==> config.mk <==
export PLATFORM = sky130hd
export DESIGN_NAME = nipcb_spi_engine
export DESIGN_NICKNAME = d
export VERILOG_FILES = /design/src/rtl/nipcb_pkg.sv /design/src/rtl/nipcb_sclk_gen.sv /design/src/rtl/nipcb_spi_engine.sv
export SDC_FILE = /design/constraint.sdc
export NUM_CORES = 1
export LEC_CHECK = 0
export ABC_AREA = 1
export CELL_PAD_IN_SITES_DETAIL_PLACEMENT = 0
export CELL_PAD_IN_SITES_GLOBAL_PLACEMENT = 1
export CORE_ASPECT_RATIO = 0.8
export CORE_MARGIN = 3
export CORE_UTILIZATION = 30
export CTS_BUF_LIST = sky130_fd_sc_hd__clkbuf_16
export DETAILED_ROUTE_END_ITERATION = 16
export PLACE_DENSITY_LB_ADDON = 0.15
export SKIP_CTS_REPAIR_TIMING = 1
export SYNTH_ARGS = -nofsm -noshare
export SYNTH_HDL_FRONTEND = slang
export SYNTH_HIERARCHICAL = 1
export SYNTH_SLANG_ARGS = --single-unit
==> constraint.sdc <==
create_clock -name CLK -period 3.93 [get_ports CLK]
set_input_delay 0.786 -clock CLK [delete_from_list [all_inputs] [get_ports CLK]]
set_output_delay 0.786 -clock CLK [all_outputs]
set_load 0.05 [all_outputs]
==> src/rtl/nipcb_pkg.sv <==
// Shared types and sizing for the NI PCB 3-wire SPI engine.
package nipcb_pkg;

    localparam int NIPCB_MAX_BITS = 16;
    localparam int NIPCB_LEN_W    = 5;

    typedef enum logic [2:0] {IDLE, SETUP, SHIFT_W, SHIFT_R, HOLD, GAP} state_e;
    typedef enum logic {DEV_DAC = 1'b0, DEV_ADC = 1'b1} dev_e;

    function automatic logic [NIPCB_LEN_W-1:0] clamp_len(input logic [NIPCB_LEN_W-1:0] len);
        return (len > NIPCB_LEN_W'(NIPCB_MAX_BITS)) ? NIPCB_LEN_W'(NIPCB_MAX_BITS) : len;
    endfunction

endpackage

==> src/rtl/nipcb_sclk_gen.sv <==
// Mode-0 SCLK divider: CLK_DIV cycles low then CLK_DIV cycles high while enabled.
module nipcb_sclk_gen #(
    parameter int CLK_DIV = 4
) (
    input  logic clk_i,
    input  logic rst_i,
    input  logic en_i,
    output logic sclk_o,
    output logic rise_stb_o,
    output logic fall_stb_o
);

    localparam int CNT_W = (CLK_DIV > 1) ? $clog2(CLK_DIV) : 1;

    logic [CNT_W-1:0] cnt_q;
    logic             sclk_q;
    logic             wrap;

    assign wrap = (cnt_q == CNT_W'(CLK_DIV - 1));

    // NOTE: state registers use non-blocking assignments so every flop samples pre-edge values.
    always_ff @(posedge clk_i or posedge rst_i) begin
        if (rst_i) begin
            cnt_q  <= '0;
            sclk_q <= 1'b0;
        end else if (!en_i) begin
            cnt_q  <= '0;
            sclk_q <= 1'b0;
        end else if (wrap) begin
            cnt_q  <= '0;
            sclk_q <= ~sclk_q;
        end else begin
            cnt_q  <= cnt_q + CNT_W'(1);
        end
    end

    // Strobes flag the CLK edge on which sclk_q is about to toggle.
    assign sclk_o     = sclk_q;
    assign rise_stb_o = en_i & wrap & ~sclk_q;
    assign fall_stb_o = en_i & wrap & sclk_q;

endmodule

==> src/rtl/nipcb_spi_engine.sv <==
// 3-wire SPI master for the NI PCB DAC/ADC pins; one command at a time.
// Optional sticky interrupt output enabled by defining NIPCB_SPI_IRQ_EN.
module nipcb_spi_engine
    import nipcb_pkg::*;
#(
    parameter int CLK_DIV  = 4,
    parameter int CS_SETUP = 2,
    parameter int CS_HOLD  = 2,
    parameter int CS_IDLE  = 2
) (
    input  logic                      CLK,
    input  logic                      RESET,
    input  logic                      cmd_valid,
    output logic                      cmd_ready,
    input  logic                      cmd_dev,
    input  logic [NIPCB_MAX_BITS-1:0] cmd_wdata,
    input  logic [NIPCB_LEN_W-1:0]    cmd_wlen,
    input  logic [NIPCB_LEN_W-1:0]    cmd_rlen,
    output logic                      rsp_valid,
    output logic [NIPCB_MAX_BITS-1:0] rsp_data,
    output logic                      busy,
    output logic                      ni_csn_hp_dac,
    output logic                      ni_csn_adc,
    output logic                      ni_sclk,
    output logic                      ni_sdio_o,
    output logic                      ni_sdio_oe,
    input  logic                      ni_sdio_i
`ifdef NIPCB_SPI_IRQ_EN
    ,
    output logic                      irq,
    input  logic                      irq_clr
`endif
);

    state_e                    state_q;
    logic [NIPCB_LEN_W-1:0]    wlen_q, rlen_q, bit_cnt_q;
    logic [NIPCB_MAX_BITS-1:0] wsh_q, rsh_q, rsp_data_q;
    logic [15:0]               tmr_q;
    logic                      csn_dac_q, csn_adc_q, sdio_o_q, oe_q, rsp_valid_q;
    logic [NIPCB_LEN_W-1:0]    wlen_c, rlen_c;
    logic                      sclk_en, rise_stb, fall_stb;

    assign wlen_c  = clamp_len(cmd_wlen);
    assign rlen_c  = clamp_len(cmd_rlen);
    assign sclk_en = (state_q == SHIFT_W) || (state_q == SHIFT_R);

    nipcb_sclk_gen #(.CLK_DIV(CLK_DIV)) u_sclk_gen (
        .clk_i      (CLK),
        .rst_i      (RESET),
        .en_i       (sclk_en),
        .sclk_o     (ni_sclk),
        .rise_stb_o (rise_stb),
        .fall_stb_o (fall_stb)
    );

    always_ff @(posedge CLK or posedge RESET) begin
        if (RESET) begin
            state_q     <= IDLE;
            wlen_q      <= '0;
            rlen_q      <= '0;
            bit_cnt_q   <= '0;
            wsh_q       <= '0;
            rsh_q       <= '0;
            rsp_data_q  <= '0;
            tmr_q       <= '0;
            csn_dac_q   <= 1'b1;
            csn_adc_q   <= 1'b1;
            sdio_o_q    <= 1'b0;
            oe_q        <= 1'b0;
            rsp_valid_q <= 1'b0;
        end else begin
            // NOTE: default first so the response strobe is exactly one cycle wide.
            rsp_valid_q <= 1'b0;
            case (state_q)
                IDLE: if (cmd_valid) begin
                    wlen_q <= wlen_c;
                    rlen_q <= rlen_c;
                    wsh_q  <= cmd_wdata << (NIPCB_LEN_W'(NIPCB_MAX_BITS) - wlen_c);
                    rsh_q  <= '0;
                    if (wlen_c == '0 && rlen_c == '0) begin
                        state_q     <= GAP;
                        tmr_q       <= '0;
                        rsp_valid_q <= 1'b1;
                        rsp_data_q  <= '0;
                    end else begin
                        state_q   <= SETUP;
                        tmr_q     <= 16'(CS_SETUP - 1);
                        csn_dac_q <= (dev_e'(cmd_dev) != DEV_DAC);
                        csn_adc_q <= (dev_e'(cmd_dev) != DEV_ADC);
                    end
                end
                SETUP: if (tmr_q == '0) begin
                    if (wlen_q != '0) begin
                        state_q   <= SHIFT_W;
                        bit_cnt_q <= wlen_q;
                        oe_q      <= 1'b1;
                        sdio_o_q  <= wsh_q[NIPCB_MAX_BITS-1];
                        wsh_q     <= wsh_q << 1;
                    end else begin
                        state_q   <= SHIFT_R;
                        bit_cnt_q <= rlen_q;
                    end
                end else begin
                    tmr_q <= tmr_q - 16'd1;
                end
                // Data advances on SCLK falling edges so it only moves while SCLK is low.
                SHIFT_W: if (fall_stb) begin
                    if (bit_cnt_q == NIPCB_LEN_W'(1)) begin
                        oe_q     <= 1'b0;
                        sdio_o_q <= 1'b0;
                        if (rlen_q != '0) begin
                            state_q   <= SHIFT_R;
                            bit_cnt_q <= rlen_q;
                        end else begin
                            state_q <= HOLD;
                            tmr_q   <= 16'(CS_HOLD - 1);
                        end
                    end else begin
                        bit_cnt_q <= bit_cnt_q - NIPCB_LEN_W'(1);
                        sdio_o_q  <= wsh_q[NIPCB_MAX_BITS-1];
                        wsh_q     <= wsh_q << 1;
                    end
                end
                SHIFT_R: begin
                    if (rise_stb) rsh_q <= {rsh_q[NIPCB_MAX_BITS-2:0], ni_sdio_i};
                    if (fall_stb) begin
                        if (bit_cnt_q == NIPCB_LEN_W'(1)) begin
                            state_q <= HOLD;
                            tmr_q   <= 16'(CS_HOLD - 1);
                        end else begin
                            bit_cnt_q <= bit_cnt_q - NIPCB_LEN_W'(1);
                        end
                    end
                end
                HOLD: if (tmr_q == '0) begin
                    state_q     <= GAP;
                    csn_dac_q   <= 1'b1;
                    csn_adc_q   <= 1'b1;
                    rsp_valid_q <= 1'b1;
                    rsp_data_q  <= rsh_q;
                    tmr_q       <= 16'(CS_IDLE - 1);
                end else begin
                    tmr_q <= tmr_q - 16'd1;
                end
                GAP: if (tmr_q == '0) state_q <= IDLE;
                     else             tmr_q   <= tmr_q - 16'd1;
                default: state_q <= IDLE;
            endcase
        end
    end

    assign cmd_ready     = (state_q == IDLE);
    assign busy          = (state_q != IDLE);
    assign rsp_valid     = rsp_valid_q;
    assign rsp_data      = rsp_data_q;
    assign ni_csn_hp_dac = csn_dac_q;
    assign ni_csn_adc    = csn_adc_q;
    assign ni_sdio_o     = sdio_o_q;
    assign ni_sdio_oe    = oe_q;

`ifdef NIPCB_SPI_IRQ_EN
    // The response cycle is visible on irq immediately and outranks a clear in that cycle.
    logic irq_q;
    always_ff @(posedge CLK or posedge RESET) begin
        if (RESET) irq_q <= 1'b0;
        else       irq_q <= rsp_valid_q | (irq_q & ~irq_clr);
    end
    assign irq = irq_q | rsp_valid_q;
`endif

endmodule

; Yosys cells after proc, flatten, opt, wreduce, memory -nomap -nowiden
; Cells that the tools add are included.
[totals]
register_bits = 90
input_bits = 31
out_inout_bits = 24
[op_classes]
addsub = 4
n_lt_le_gt_ge = 2
n_eq_ne = 25
shift = 1
mux = 70
bitwise_logic = 5
reduce_logical = 26
[ops]
columns = cell, count
row1 = 16-bit two-way mux, 18
row2 = 16-bit one-hot mux with 5 select lines, 1
row3 = 16-bit one-hot mux with 2 select lines, 2
row4 = 16-bit one-hot mux with 3 select lines, 1
row5 = 5-bit two-way mux, 9
row6 = 3-bit two-way mux, 10
row7 = "2-bit != test, second input constant", 14
row8 = 1-bit two-way mux, 20
row9 = 3-bit one-hot mux with 6 select lines, 1
row10 = 16-bit logical NOT, 1
row11 = 8-bit AND reduction, 2
row12 = 16-bit by 5-bit left shift with 16-bit output, 1
row13 = "16-bit by 1-bit subtractor with 16-bit output, second input constant", 1
row14 = 5-bit one-hot mux with 3 select lines, 1
row15 = 5-bit nonzero test, 3
row16 = 4-bit AND reduction, 3
row17 = 6-bit AND reduction, 2
row18 = "5-bit > comparator, second input constant", 2
row19 = 5-bit logical NOT, 2
row20 = 1-bit one-hot mux with 2 select lines, 5
row21 = 3-bit nonzero test, 3
row22 = "3-bit by 2-bit equality test with 1-bit output, second input constant", 2
row23 = "3-bit equality test, second input constant", 2
row24 = "2-bit by 1-bit != test with 1-bit output, second input constant", 3
row25 = other kinds (18), 24

; Longest topological paths before layout
[depth]
ltp_word = 7
mapped_depth = 19
ltp_nobuf = 17

; Hierarchy
; Netlist, hierarchy kept.
[modules_own_cells]
columns = module, n_inst, cells_per_inst, area_per_inst_um2
row1 = nipcb_spi_engine, 1, 682, 5098.6
row2 = nipcb_sclk_gen, 1, 17, 138.9

; Least setup slack after synthesis
; Ideal clock, no wire load.
[synth_path]
kind = input to register
from = in cmd_wlen[0]
to = reg wsh_q[10]
arrival_ns = 2.849
slack_ns = 1.003
stages = 19
path_cell_list = buf_6 -> nor2_1 -> nand2_1 -> nand2_4 -> nand2_2 -> buf_4 -> ha_1 -> nand2_1 -> or2_2 -> inv_1 -> ha_1 -> inv_1 -> nor2_4 -> inv_2 -> nor2_4 -> inv_2 -> o21ai_0 -> nand2_1 -> a21oi_1
[synth_between]
elab_chain_len = 6
[synth_lines]
columns = element, line_no
row1 = start: declaration, nipcb_spi_engine.sv:17  ; input logic [NIPCB_LEN_W-1:0] cmd_wlen,
row2 = 5-bit > comparator, nipcb_pkg.sv:11  ; return (len > NIPCB_LEN_W'(NIPCB_MAX_BITS)) ? NIPCB_LEN_W'(NIPCB_MAX_BITS) : len;
row3 = 5-bit two-way mux *, nipcb_pkg.sv:11
row4 = 5-bit subtractor *, nipcb_spi_engine.sv:78  ; wsh_q <= cmd_wdata << (NIPCB_LEN_W'(NIPCB_MAX_BITS) - wlen_c);
row5 = 16-bit by 5-bit left shift with 16-bit output *, nipcb_spi_engine.sv:78
row6 = 16-bit two-way mux *, nipcb_spi_engine.sv:75  ; IDLE: if (cmd_valid) begin
row7 = 16-bit one-hot mux with 3 select lines *, nipcb_spi_engine.sv:74  ; case (state_q)
row8 = end signal: assignment, nipcb_spi_engine.sv:78
row9 = end signal: assignment, nipcb_spi_engine.sv:98  ; wsh_q <= wsh_q << 1;
row10 = end signal: assignment, nipcb_spi_engine.sv:121  ; wsh_q <= wsh_q << 1;
row11 = end: declaration, nipcb_spi_engine.sv:37  ; logic [NIPCB_MAX_BITS-1:0] wsh_q, rsh_q, rsp_data_q;
; Mark *: on every way between the ends. The rest lies on a longest branch, timed or not. The select of a mux whose other input is x is not followed.
; A chain may end at the register's enable or synchronous reset.

; Final worst setup path
[layout_path]
from = in cmd_wlen[2]
to = reg rsp_data_q[11], in the netlist rsp_data[11]
[layout_between]
elab_chain_len = 6
[layout_lines]
columns = element, line_no
row1 = 5-bit > comparator, nipcb_pkg.sv:11
row2 = 5-bit two-way mux *, nipcb_pkg.sv:11
row3 = 5-bit logical NOT *, nipcb_spi_engine.sv:80  ; if (wlen_c == '0 && rlen_c == '0) begin
row4 = 1-bit logical AND *, nipcb_spi_engine.sv:80
row5 = 2-bit by 1-bit != test with 1-bit output (no line) *, --
row6 = 4-bit AND reduction (no line) *, --
row7 = end signal: assignment, nipcb_spi_engine.sv:140  ; rsp_data_q <= rsh_q;
row8 = end: declaration, nipcb_spi_engine.sv:37
; Mark *: on every way between the ends. The rest lies on a longest branch, timed or not.

==> qor.txt <==
Num rows: 42
Worst rel slew slack: 41.9%
Clock skew: 0.00935 ns
# diodes: 0
Post-layout nets: 787
Synth cell types: 41
Initial cell density of the core: 31.1%
Overall die height: 124 um
TritonCTS Buffers: 9
Crit-path slowest cell: clkdlybuf4s50_1
Yosys warning total: 6
DRT Pass-1 Iters: 5
Vias: 4677
Synthesized cell area: 5240 um2
Final setup viols: 0
Largest stage delay on the critical path: 0.51 ns
Outcome: completed
CP arrival: 3.34 ns
Hpwl dp: 10500 um
Worst R2R Start: state_q[2]$_DFFE_PP0P_
Initial antenna violation count: 0
Synth Register Bits: 90
Vias in the first global route: 4587
Maximum VDD drop: 0.224 mV
Die Span X: 154 um
Critical Path End Type: flip-flop
EDFF count, synth: 0
CTS tree: done
IO buf count: 54
Most frequent cells in the layout: 126 x nand2_1, 106 x nand3_1, 95 x inv_1
Syn_nets: 736
DRC violations left: 0
CP most frequent cell: nand2_1
Max Clk Rate: 318 MHz
Post-synthesis sequential area ratio: 43.0%
CP Launch Type: primary input
Power per Cell Area: 332 nW/um2
P&R area growth vs syn: 20.5%
Vias per cell: 4.80
Critical path cell sequence: clkdlybuf4s50_1 > nor2_1 > nand2_1 > nand2_4 > nand2_1 > ha_1 > nand2_1 > or2_2 > inv_1 > ha_1 > nand4_1 > o21ai_2 > buf_4 > o22ai_1
Root Buffer: clkbuf_16
Avg Inst Size Synth: 7.49 um2
First-pass GRT wire length: 23800 um
Share of flip-flops with an asynchronous set or reset: 100%
Worst EP required: 4.12 ns
ANT nets after route: 0
Worst Max-Slew Pin Slew: 0.869 ns
Gpl congestion: 0.832
Clock Pin Slew Worst Setup and Hold Paths: 0.07 ns
Cell family with most CP delay: simple AND/OR/NAND/NOR gates
Core footprint: 16800 um2
RSZ-0062 raised after global routing: false
DR WL/cell: 14.4 um
Max Slew Vio Count: 0
Fin crit period: 3.15 ns
Reg2reg setup slack: 1.16 ns
Final Util: 37.5%
Share of cells above drive strength 1: 8.48%
Setup TNS: 0 ns
Worst reg-to-reg path cell count: 13
GRT Residual Overflow: 0
Die area: 19100 um2
Critical path fanouts, max: 18
Reg2reg end: tmr_q[0]$_DFFE_PP0P_
Clock Latency Late Sink: 0.35 ns
GRT Resource Usage Total: 15.4%
Min-Delay Startpoint: u_sclk_gen/cnt_q[0]$_DFF_PP0_
Hold depth: 1
Most common cell after layout, fill and taps aside: nand2_1
Final Cycle Share: 80.1%
Hold Path End: u_sclk_gen/cnt_q[0]$_DFF_PP0_
Prevailing post-synth register cell: dfrtp_1
Final wirelength: 14000 um
CP Depth: 14
Clock Sinks: 90
Max Root-Sink Buffers: 2
Worst Path Buf+Inv: 3
# Max-Cap Violations: 0
Final hold vios: 0
Pin count of the biggest net entering global routing: 49
Final Power: 2100 uW
Hold Crit Class: flip-flop to flip-flop
Crit path from: cmd_wlen[2]
Setup CP Type: primary input to flip-flop
CTS H-tree lvls: 3
Syn Inst Count: 699
Leak Pwr: 0.00297 uW
I/O pin cnt: 55
Iteration-0 DRC count of the detailed router: 298
[metrics by stage]
| step | setup slack, ns | area [um2] | cells | hold WS, ns |
|---|---|---|---|---|
| 2_1_floorplan | 0.897 | 5240 | 699 | 0.406 |
| 3_3_place_gp | 0.526 | 5990 | 959 | 0.418 |
| 3_5_place_dp | 0.422 | 5990 | 959 | 0.420 |
| 4_1_cts | 0.798 | 6310 | 975 | 0.434 |
| 5_1_grt | 0.617 | 6310 | 975 | 0.464 |
| 6_report | 0.784 | 6310 | 975 | 0.429 |
[how the worst max path moves through the flow]
stage,endpoint,slack [ns]
after global placement,rsp_data[3]$_DFFE_PP0P_,0.53
after global routing,rsp_data[5]$_DFFE_PP0P_,0.62
after floorplan,bit_cnt_q[0]$_DFFE_PP0P_,0.90
after detailed placement,rsp_data[6]$_DFFE_PP0P_,0.42
final,rsp_data[11]$_DFFE_PP0P_,0.78
after CTS,rsp_data[11]$_DFFE_PP0P_,0.80
[power breakdown]
part           switching (uW)  leakage (uW)  internal, uW
sequential               3.51       0.00105           932
clock                     399      0.000158           564
combinational             128       0.00175          72.0
total                     530       0.00297          1570
[cells in the mapped netlist (7+ instances only)]
master,n,area (um2)
inv_2,11,41.3
inv_1,96,360
o21ai_0,51,255
clkbuf_1,7,26.3
nand3_1,106,531
a21oi_1,41,205
nor3_1,9,45.0
o22ai_1,23,144
nand2_1,126,473
nor2_1,64,240
dfrtp_1,88,2200
nor2_4,7,78.8
[cell families after synthesis]
group | synth area share, %
simple gates | 30.1
buf+inv | 10.1
compound gates | 13.9
fa+ha+maj | 1.43
xor+xnor | 1.51
flops | 43.0
[cell type report]
cell class                 count  area (um2)
fill                        1795       10500
multi-input combinational    482        2460
sequential                    90        2250
timing repair buffer          60         598
inverter                     107         403
tap                          220         275
clock buffer                   9         225
clock inverter                 7         101
[registers in the layout (all words and copies together), names as in the netlist, 3 cells and up]
register / count
tmr_q: 16
wsh_q: 16
wlen_q: 5
rsp_data: 16
rlen_q: 5
rsh_q: 16
bit_cnt_q: 5
state_q: 3
[metal layers]
layer  share of wire, %  global-route usage, %
met1                 53                   22.9
met5                  0                      0
met2                 41                   22.2
met3                5.1                   4.34
met4                1.2                   3.53
(Power assumes the default switching activity.)
